<file path="src/rtl/pi1r_rrarb_if.sv">
// Signal bundle between the requesters, the round-robin arbiter and the shared pi1 port.
// The arbiter uses the slave modport; the requester/shared-port side uses master.
interface pi1r_rrarb_if #(
  parameter int ARCHBITSZ   = 32,
  parameter int MASTERCOUNT = 4
);
  localparam int ADDRBITSZ = ARCHBITSZ - $clog2(ARCHBITSZ / 8);
  localparam int SELBITSZ  = ARCHBITSZ / 8;

  logic [2*MASTERCOUNT-1:0]         m_op_i;
  logic [ADDRBITSZ*MASTERCOUNT-1:0] m_addr_i;
  logic [ARCHBITSZ*MASTERCOUNT-1:0] m_data_i;
  logic [SELBITSZ*MASTERCOUNT-1:0]  m_sel_i;
  logic [ARCHBITSZ-1:0]             m_data_o;
  logic [MASTERCOUNT-1:0]           m_rdy_o;
  logic [1:0]                       s_op_o;
  logic [ADDRBITSZ-1:0]             s_addr_o;
  logic [ARCHBITSZ-1:0]             s_data_o;
  logic [SELBITSZ-1:0]              s_sel_o;
  logic [ARCHBITSZ-1:0]             s_data_i;
  logic                             s_rdy_i;
  logic [MASTERCOUNT-1:0]           gnt_o;

  modport slave (
    input  m_op_i, m_addr_i, m_data_i, m_sel_i, s_data_i, s_rdy_i,
    output m_data_o, m_rdy_o, s_op_o, s_addr_o, s_data_o, s_sel_o, gnt_o
  );

  modport master (
    output m_op_i, m_addr_i, m_data_i, m_sel_i, s_data_i, s_rdy_i,
    input  m_data_o, m_rdy_o, s_op_o, s_addr_o, s_data_o, s_sel_o, gnt_o
  );
endinterface

</file>
<file path="src/rtl/pi1r_rrarb.sv">
// Round-robin arbiter sharing one pi1 master port among MASTERCOUNT requesters,
// with grant tenure bounded by a burst down-counter.
//
//   state    | meaning
//   ---------+-----------------------------------------------------------------
//   ST_IDLE  | no owner; pick next requester strictly after the last-granted one
//   ST_GRANT | owner muxed onto the shared port; accepts counted down from BURSTMAX
//   ST_DRAIN | shared op forced NOOP; wait one s_rdy_i for read return, then release
module pi1r_rrarb #(
  parameter int ARCHBITSZ   = 32,
  parameter int MASTERCOUNT = 4,
  parameter int BURSTMAX    = 8
) (
  input logic           clk_i,
  input logic           rst_i,
  pi1r_rrarb_if.slave   bus
);
  localparam int ADDRBITSZ = ARCHBITSZ - $clog2(ARCHBITSZ / 8);
  localparam int SELBITSZ  = ARCHBITSZ / 8;
  localparam int IDXW      = $clog2(MASTERCOUNT);

  localparam logic [1:0]             OP_NOOP  = 2'd0;
  localparam logic [7:0]             BURST_LD = 8'(BURSTMAX);
  localparam logic [MASTERCOUNT-1:0] GNT_ONE  = MASTERCOUNT'(1);

  typedef enum logic [1:0] {
    ST_IDLE,
    ST_GRANT,
    ST_DRAIN
  } state_t;

  state_t                 state_q;
  logic [IDXW-1:0]        idx_q;
  logic [IDXW-1:0]        ptr_q;
  logic [MASTERCOUNT-1:0] gnt_q;
  logic [7:0]             burst_left_q;

  logic                   pick_vld;
  logic [IDXW-1:0]        pick_idx;
  int                     scan_j;

  logic [1:0]             g_op;
  logic [ADDRBITSZ-1:0]   g_addr;
  logic [ARCHBITSZ-1:0]   g_data;
  logic [SELBITSZ-1:0]    g_sel;
  logic                   accept;

  // Scan starts one past the pointer, so the last owner is checked last.
  always_comb begin
    pick_vld = 1'b0;
    pick_idx = '0;
    scan_j   = 0;
    for (int k = 1; k <= MASTERCOUNT; k++) begin
      scan_j = int'(ptr_q) + k;
      if (scan_j >= MASTERCOUNT) scan_j = scan_j - MASTERCOUNT;
      if (!pick_vld && (bus.m_op_i[2*scan_j +: 2] != OP_NOOP)) begin
        pick_vld = 1'b1;
        pick_idx = IDXW'(scan_j);
      end
    end
  end

  always_comb begin
    g_op   = bus.m_op_i[2*int'(idx_q) +: 2];
    g_addr = bus.m_addr_i[ADDRBITSZ*int'(idx_q) +: ADDRBITSZ];
    g_data = bus.m_data_i[ARCHBITSZ*int'(idx_q) +: ARCHBITSZ];
    g_sel  = bus.m_sel_i[SELBITSZ*int'(idx_q) +: SELBITSZ];
    accept = (state_q == ST_GRANT) && (g_op != OP_NOOP) && bus.s_rdy_i;
  end

  always_comb begin
    bus.s_op_o   = (state_q == ST_GRANT) ? g_op : OP_NOOP;
    bus.s_addr_o = (state_q != ST_IDLE) ? g_addr : '0;
    bus.s_data_o = (state_q != ST_IDLE) ? g_data : '0;
    bus.s_sel_o  = (state_q != ST_IDLE) ? g_sel : '0;
    bus.m_rdy_o  = gnt_q & {MASTERCOUNT{bus.s_rdy_i}};
    bus.m_data_o = bus.s_data_i;
    bus.gnt_o    = gnt_q;
  end

  always_ff @(posedge clk_i) begin
    if (!rst_i) begin
      state_q      <= ST_IDLE;
      idx_q        <= '0;
      ptr_q        <= IDXW'(MASTERCOUNT - 1);
      gnt_q        <= '0;
      burst_left_q <= '0;
    end else begin
      case (state_q)
        ST_IDLE: begin
          if (pick_vld) begin
            state_q      <= ST_GRANT;
            idx_q        <= pick_idx;
            gnt_q        <= GNT_ONE << pick_idx;
            burst_left_q <= BURST_LD;
          end
        end
        ST_GRANT: begin
          if (accept) begin
            burst_left_q <= burst_left_q - 8'd1;
            if (burst_left_q == 8'd1) state_q <= ST_DRAIN;
          end else if (bus.s_rdy_i) begin
            // Owner went idle: this rdy already delivered any pending read.
            state_q <= ST_DRAIN;
          end
        end
        ST_DRAIN: begin
          if (bus.s_rdy_i) begin
            state_q <= ST_IDLE;
            gnt_q   <= '0;
            ptr_q   <= idx_q;
          end
        end
        default: begin
          state_q <= ST_IDLE;
          gnt_q   <= '0;
        end
      endcase
    end
  end
endmodule

</file>
<file path="src/flat_wrapper.sv">
// flat-port wrapper written by rule: the top's interface ports become plain ports
module pi1r_rrarb_flat 
#(
  parameter int ARCHBITSZ   = 32,
  parameter int MASTERCOUNT = 4,
  parameter int BURSTMAX    = 8
)
  (clk_i, rst_i, bus_m_op_i, bus_m_addr_i, bus_m_data_i, bus_m_sel_i, bus_s_data_i, bus_s_rdy_i, bus_m_data_o, bus_m_rdy_o, bus_s_op_o, bus_s_addr_o, bus_s_data_o, bus_s_sel_o, bus_gnt_o);
  pi1r_rrarb_if #(.ARCHBITSZ(ARCHBITSZ), .MASTERCOUNT(MASTERCOUNT)) bus_i ();
  input logic clk_i;
  input logic rst_i;
  input wire logic [$bits(bus_i.m_op_i)-1:0] bus_m_op_i;
  input wire logic [$bits(bus_i.m_addr_i)-1:0] bus_m_addr_i;
  input wire logic [$bits(bus_i.m_data_i)-1:0] bus_m_data_i;
  input wire logic [$bits(bus_i.m_sel_i)-1:0] bus_m_sel_i;
  input wire logic [$bits(bus_i.s_data_i)-1:0] bus_s_data_i;
  input wire logic [$bits(bus_i.s_rdy_i)-1:0] bus_s_rdy_i;
  output wire logic [$bits(bus_i.m_data_o)-1:0] bus_m_data_o;
  output wire logic [$bits(bus_i.m_rdy_o)-1:0] bus_m_rdy_o;
  output wire logic [$bits(bus_i.s_op_o)-1:0] bus_s_op_o;
  output wire logic [$bits(bus_i.s_addr_o)-1:0] bus_s_addr_o;
  output wire logic [$bits(bus_i.s_data_o)-1:0] bus_s_data_o;
  output wire logic [$bits(bus_i.s_sel_o)-1:0] bus_s_sel_o;
  output wire logic [$bits(bus_i.gnt_o)-1:0] bus_gnt_o;
  assign bus_i.m_op_i = bus_m_op_i;
  assign bus_i.m_addr_i = bus_m_addr_i;
  assign bus_i.m_data_i = bus_m_data_i;
  assign bus_i.m_sel_i = bus_m_sel_i;
  assign bus_i.s_data_i = bus_s_data_i;
  assign bus_i.s_rdy_i = bus_s_rdy_i;
  assign bus_m_data_o = bus_i.m_data_o;
  assign bus_m_rdy_o = bus_i.m_rdy_o;
  assign bus_s_op_o = bus_i.s_op_o;
  assign bus_s_addr_o = bus_i.s_addr_o;
  assign bus_s_data_o = bus_i.s_data_o;
  assign bus_s_sel_o = bus_i.s_sel_o;
  assign bus_gnt_o = bus_i.gnt_o;
  pi1r_rrarb #(.ARCHBITSZ(ARCHBITSZ), .MASTERCOUNT(MASTERCOUNT), .BURSTMAX(BURSTMAX)) u_core (.clk_i(clk_i), .rst_i(rst_i), .bus(bus_i));
endmodule
</file>
<file path="config.mk">
export PLATFORM = sky130hd
export DESIGN_NAME = pi1r_rrarb_flat
export DESIGN_NICKNAME = d
export VERILOG_FILES = /design/src/rtl/pi1r_rrarb_if.sv /design/src/rtl/pi1r_rrarb.sv /design/src/flat_wrapper.sv
export SDC_FILE = /design/constraint.sdc
export NUM_CORES = 1
export LEC_CHECK = 0
export ABC_AREA = 1
export BUFFER_PORTS_ARGS = -buffer_cell sky130_fd_sc_hd__buf_2
export CORE_AREA = 2 2 163 165
export CTS_CLUSTER_SIZE = 16
export DETAILED_ROUTE_END_ITERATION = 16
export DIE_AREA = 0 0 165 167
export PLACE_DENSITY_LB_ADDON = 0.1
export SLEW_MARGIN = 20
export SYNTH_ARGS = -nofsm -noshare
export SYNTH_HDL_FRONTEND = slang
export SYNTH_SLANG_ARGS = --single-unit
</file>
<file path="constraint.sdc">
create_clock -name clk_i -period 3.4 [get_ports clk_i]
set_input_delay 0.34 -clock clk_i [delete_from_list [all_inputs] [get_ports clk_i]]
set_output_delay 0.34 -clock clk_i [all_outputs]
set_load 0.01 [all_outputs]
</file>
Yosys cells after proc, flatten, opt, wreduce, memory -nomap -nowiden
Index checks and enable logic that the tools add are counted.

storage, ports and cells
  register bits after elaboration = 18
  bits in latches = 0
  bits in writable memories = 0
  bits in read-only memories = 0
  input bits = 307
  memories = 0

operators by class
  add/subtract/negate cells = 9
  $mul = 1
  div/mod/pow operators = 0
  order comparisons = 4
  equal/unequal tests = 8
  shift operators = 9
  muxes and demuxes = 28
  bitwise logic cells = 2
  reductions and logical operators = 21

operators with widths
  cell                                                                                  number
  32-bit by 4-bit greater-or-equal comparator with 1-bit output, second input constant  4
  128-bit by 8-bit variable part select with 32-bit output                              1
  8-bit by 32-bit variable part select with 2-bit output                                4
  31-bit two-way mux                                                                    4
  31-bit by 4-bit subtractor with 31-bit output, second input constant                  4
  120-bit by 32-bit variable part select with 30-bit output                             1
  32-bit two-way mux                                                                    1
  30-bit two-way mux                                                                    1
  2-bit two-way mux                                                                     10
  8-bit two-way mux                                                                     2
  8-bit case mux with 2 select lines                                                    1
  16-bit by 5-bit variable part select with 4-bit output                                1
  2-bit nonzero test                                                                    7
  4-bit two-way mux                                                                     3
  4-bit case mux with 3 select lines                                                    1
  8-bit by 1-bit equality test with 1-bit output, second input constant                 1
  8-bit by 4-bit variable part select with 2-bit output                                 1
  8-bit by 1-bit subtractor with 8-bit output, second input constant                    1
  2-bit by 2-bit adder with 3-bit output, second input constant                         2
  4-bit by 2-bit multiplier with 6-bit output, first input constant                     1
  2-bit case mux with 3 select lines                                                    1
  3-bit AND reduction                                                                   2
  1-bit logical AND                                                                     5
  2-bit by 3-bit adder with 4-bit output, second input constant                         1
  15 further kinds                                                                      22

Depth between registers and ports, before layout
  depth in word-level cells = 18
  gate-level depth with buffers = 13

Worst setup path before layout
OpenSTA, ideal clock, no wires.

  path kind = reg2reg
  start = register u_core.ptr_q[1]
  end = register u_core.burst_left_q[3]
  arrival = 1.689 ns
  data required time = 3.328 ns
  path slack = 1.640 ns
  cell stages (with the launch flop) = 12
  buffers on the path = 1
  clock period less this slack = 1.760 ns
  cell sequence = dfxtp_1 inv_1 ha_1 inv_1 nand2_1 nand2_4 nor2_8 nand3_2 nand2_4 buf_8 nand3_1 a21oi_1

between the ends
  word-level cells in the longest chain between the ends = 17

ends and longest elaborated chain
  item                                                                                                                                   RTL line           source
  start: declaration                                                                                                                     pi1r_rrarb.sv:34   logic [IDXW-1:0] ptr_q;
  start signal: assignment                                                                                                               pi1r_rrarb.sv:85   ptr_q <= IDXW'(MASTERCOUNT - 1);
  start signal: assignment                                                                                                               pi1r_rrarb.sv:111  ptr_q <= idx_q;
  2-bit by 1-bit adder with 3-bit output                                                                                                 pi1r_rrarb.sv:54   scan_j = int'(ptr_q) + k;
  31-bit by 4-bit subtractor with 31-bit output / 32-bit by 4-bit greater-or-equal comparator with 1-bit output (equally long branches)  pi1r_rrarb.sv:55   if (scan_j >= MASTERCOUNT) scan_j = scan_j - MASTERCOUNT;
  31-bit two-way mux                                                                                                                     pi1r_rrarb.sv:55
  8-bit by 32-bit variable part select with 2-bit output                                                                                 pi1r_rrarb.sv:56   if (!pick_vld && (bus.m_op_i[2*scan_j +: 2] != OP_NOOP)) begin
  2-bit nonzero test                                                                                                                     pi1r_rrarb.sv:56
  1-bit two-way mux                                                                                                                      pi1r_rrarb.sv:56
  1-bit logical NOT                                                                                                                      pi1r_rrarb.sv:56
  1-bit logical AND                                                                                                                      pi1r_rrarb.sv:56
  1-bit two-way mux                                                                                                                      pi1r_rrarb.sv:56
  1-bit logical NOT                                                                                                                      pi1r_rrarb.sv:56
  1-bit logical AND                                                                                                                      pi1r_rrarb.sv:56
  1-bit two-way mux                                                                                                                      pi1r_rrarb.sv:56
  1-bit logical NOT                                                                                                                      pi1r_rrarb.sv:56
  1-bit logical AND                                                                                                                      pi1r_rrarb.sv:56
  1-bit two-way mux *                                                                                                                    pi1r_rrarb.sv:56
  2-bit by 1-bit != test with 1-bit output (no line) *                                                                                   -
  3-bit AND reduction (no line) *                                                                                                        -
  end signal: assignment                                                                                                                 pi1r_rrarb.sv:100  burst_left_q <= burst_left_q - 8'd1;
  end: declaration                                                                                                                       pi1r_rrarb.sv:36   logic [7:0] burst_left_q;

Every way passes the cells marked *; elsewhere a longest branch is shown, timed or not.
A chain may end at the register's enable or synchronous reset.

Worst setup path after layout
  start = register u_core.idx_q[0]
  end = output bus_s_addr_o[28]

between the ends
  word-level cells in the longest chain between the ends = 3

ends and longest elaborated chain
  item                                                       RTL line            source
  start: declaration                                         pi1r_rrarb.sv:33    logic [IDXW-1:0] idx_q;
  start signal: assignment                                   pi1r_rrarb.sv:93    idx_q <= pick_idx;
  4-bit by 2-bit multiplier with 6-bit output                pi1r_rrarb.sv:65    g_addr = bus.m_addr_i[ADDRBITSZ*int'(idx_q) +: ADDRBITSZ];
  120-bit by 32-bit variable part select with 30-bit output  pi1r_rrarb.sv:65
  30-bit two-way mux                                         pi1r_rrarb.sv:73    bus.s_addr_o = (state_q != ST_IDLE) ? g_addr : '0;
  end: declaration                                           flat_wrapper.sv:21  output wire logic [$bits(bus_i.s_addr_o)-1:0] bus_s_addr_o;

No other way between the ends.

==> summary.md <==
| Metric | Value |
|---|---|
| Placeable Area | `25800 um^2` |
| Post-CTS Resized | `0` |
| Area grow syn2layout | `50.1%` |
| Synth unique cells | `32` |
| DRC violations left | `0` |
| Number of setup buffers added after CTS | `0` |
| CTS sink count | `18` |
| Sequential fraction of the synthesis area | `9.41%` |
| Clock Skew | `1.44 ps` |
| Final min period | `2800 ps` |
| Placed cells | `1369` |
| CP max FO | `58` |
| CTS tree | `built` |
| Setup TNS | `0 ps` |
| Grt ovf | `0` |
| Die Area | `27600 um^2` |
| Cells along the critical path | `clkinv_2, buf_4, buf_12, o21ai_0, a21oi_1, buf_2` |
| Worst-Margin Slew | `717 ps` |
| Initial antenna violation count | `5` |
| Final HPWL DP | `17800 um` |
| Clk root buf | `clkbuf_16` |
| Commonest cells after routing, fill and taps aside | `350 x buf_2, 287 x nor2_1, 137 x o21ai_0` |
| Hold Crit Class | `in -> reg` |
| Leak | `3.01 nW` |
| Die height | `167 um` |
| Syn Area/Cell | `5.04 um^2` |
| GPL Wtd Cong | `0.839` |
| Gate Count Post-Synth | `760` |
| Worst skew pair latency | `250 ps` |
| CTS H-tree lvls | `1` |
| Filler cell count | `3082` |
| Final Non-Filler Cells | `1374` |
| Commonest non-fill, non-tap cell in the layout | `buf_2` |
| CP max stage cell | `dfxtp_4` |
| I/O Pins | `415` |
| Flops & latches, synth | `18` |
| Power Dens Cells | `437 nW/um^2` |
| Fmax achieved | `358 MHz` |
| Mapped Nets | `1072` |
| Finish-stage setup viols | `0` |
| Initial Util | `14.9%` |
| Req. time, crit path | `3060 ps` |
| Final Total Pwr | `0.00251 W` |
| Slew headroom | `52.2%` |
| Num CTS Buffers | `3` |
| Largest net degree at the start of global routing | `71` |
| Detailed Routing Iterations Pass 1 | `4` |
| Die X | `165 um` |
| Startpoint types | `register` |
| Synthesized area | `3830 um^2` |
| Share of layout cells above drive strength 1 | `37.7%` |
| Vias in the first global route | `5597` |
| Worst EP arrival | `2460 ps` |
| Synth warn | `0` |
| CP Buf/Inv Count | `4` |
| Peak VDD IR | `242 uV` |
| Starting DRT DRC Count | `258` |
| Pins Over Slew Limit | `0` |
| GR Util All Layers | `15.2%` |
| Hold_buf cts | `0` |
| Final ANT Viol Nets | `0` |
| CP top delay family | `buffers and inverters` |
| Outcome | `completed` |
| Final hold vios | `0` |
| Number of port buffers | `350` |
| Clk buf depth | `2` |
| First-pass GRT wire length | `32700 um` |
| Final period util | `82.2%` |
| Nets | `1351` |
| Maxcap violations | `0` |
| Rows | `59` |
| RSZ-0062 raised after global routing | `false` |
| Wirelength per Cell | `16.1 um` |
| Clk slew on worst S/H paths | `50 ps` |
| Max incr delay on CP | `520 ps` |
| Final WL | `22100 um` |
| CP Capture Type | `output port` |
| Critical path type | `reg -> out` |
| Via count | `5758` |
| Drt via density | `4.19` |
==> state kept, by name (all words and copies together) (netlist names) <==
name,flops
u_core.burst_left_q,8
u_core.bus.gnt_o,4
u_core.idx_q,2
u_core.ptr_q,2
u_core.state_q,2
==> stage by stage <==
step / setup WS [ps] / cell area (um^2) / hold slack (ps) / util (%)
2_1_floorplan: 1640 / 3830 / 474 / -
3_3_place_gp: 801 / 5660 / 475 / 22.0
3_5_place_dp: 770 / 5660 / 478 / 22.0
4_1_cts: 496 / 5750 / 422 / 22.3
5_1_grt: 435 / 5750 / 432 / 22.3
6_report: 604 / 5750 / 429 / 22.3
==> path summary, 6_finish.rpt <==
path | from | to | slack [ps] | depth (start not counted)
worst max-delay path | u_core.idx_q[0] | bus_s_addr_o[28] | 600 | 6
worst min-delay path | rst_i | u_core.ptr_q[1] | 430 | 2
worst max register to register | u_core.idx_q[0] | u_core.burst_left_q[3] | 1120 | 9
worst min register to register | u_core.bus.gnt_o[1] | u_core.bus.gnt_o[1] | 480 | 2
==> cells by family (layout without fill, tap and decap cells) <==
family / Yosys count / count (layout) / synth area share (%)
simple gates: 384 / 384 / 41.3
compound gates: 232 / 232 / 31.0
buf+inv: 115 / 393 / 15.3
flops: 18 / 18 / 9.41
xor+xnor: 6 / 6 / 1.37
fa+ha+maj: 5 / 5 / 1.63
other cells: 0 / 1 / 0
==> layer usage <==
metal  global-route usage (%)  wire length [um]
met1                     18.3              8910
met2                     27.0             11200
met3                     4.08              1710
met4                     2.65               307
met5                        0                52
==> where the power goes <==
group / internal [W] / total, W / switching, W
clock network: 0.000179 / 0.000263 / 0.0000840
registers: 0.000249 / 0.000305 / 0.0000557
logic: 0.000712 / 0.00195 / 0.00123
==> area by class of cell <==
class / count / area [um^2] / area share [%]
multi-input cells: 627 / 2890 / 50.3
repair buffers: 362 / 1880 / 32.7
well taps: 335 / 419 / 7.29
diodes: 1 / 2.50 / 0.0435
inverters: 27 / 103 / 1.78
clock buffers: 4 / 88.8 / 1.54
flip-flops and latches: 18 / 365 / 6.35
==> synthesized netlist by cell type <==
library cell | n | area [um^2]
nor3_1 | 1 | 5.00
ha_1 | 5 | 62.6
nand4_1 | 2 | 12.5
a31oi_1 | 1 | 6.26
nand2_1 | 45 | 169
nand3_2 | 5 | 50.1
o21ai_0 | 137 | 686
xor2_1 | 4 | 35.0
o21ai_2 | 1 | 8.76
nand2_2 | 3 | 18.8
nor2_8 | 1 | 20.0
o21ai_1 | 10 | 50.1
nand3_1 | 32 | 160
inv_2 | 5 | 18.8
buf_2 | 8 | 40.0
buf_8 | 1 | 15.0
nand3b_1 | 2 | 15.0
buf_1 | 10 | 37.5
buf_4 | 33 | 248
dfxtp_1 | 18 | 360
a21oi_4 | 1 | 16.3
nor2_1 | 288 | 1080
a21oi_2 | 1 | 8.76
a21oi_1 | 78 | 390
nor4_1 | 1 | 6.26
xnor2_1 | 2 | 17.5
inv_1 | 21 | 78.8
clkbuf_1 | 35 | 131
clkinv_1 | 1 | 3.75
o211ai_1 | 3 | 22.5
nand2_4 | 4 | 45.0
buf_6 | 1 | 11.3
Power figures use the tool's default switching activity.
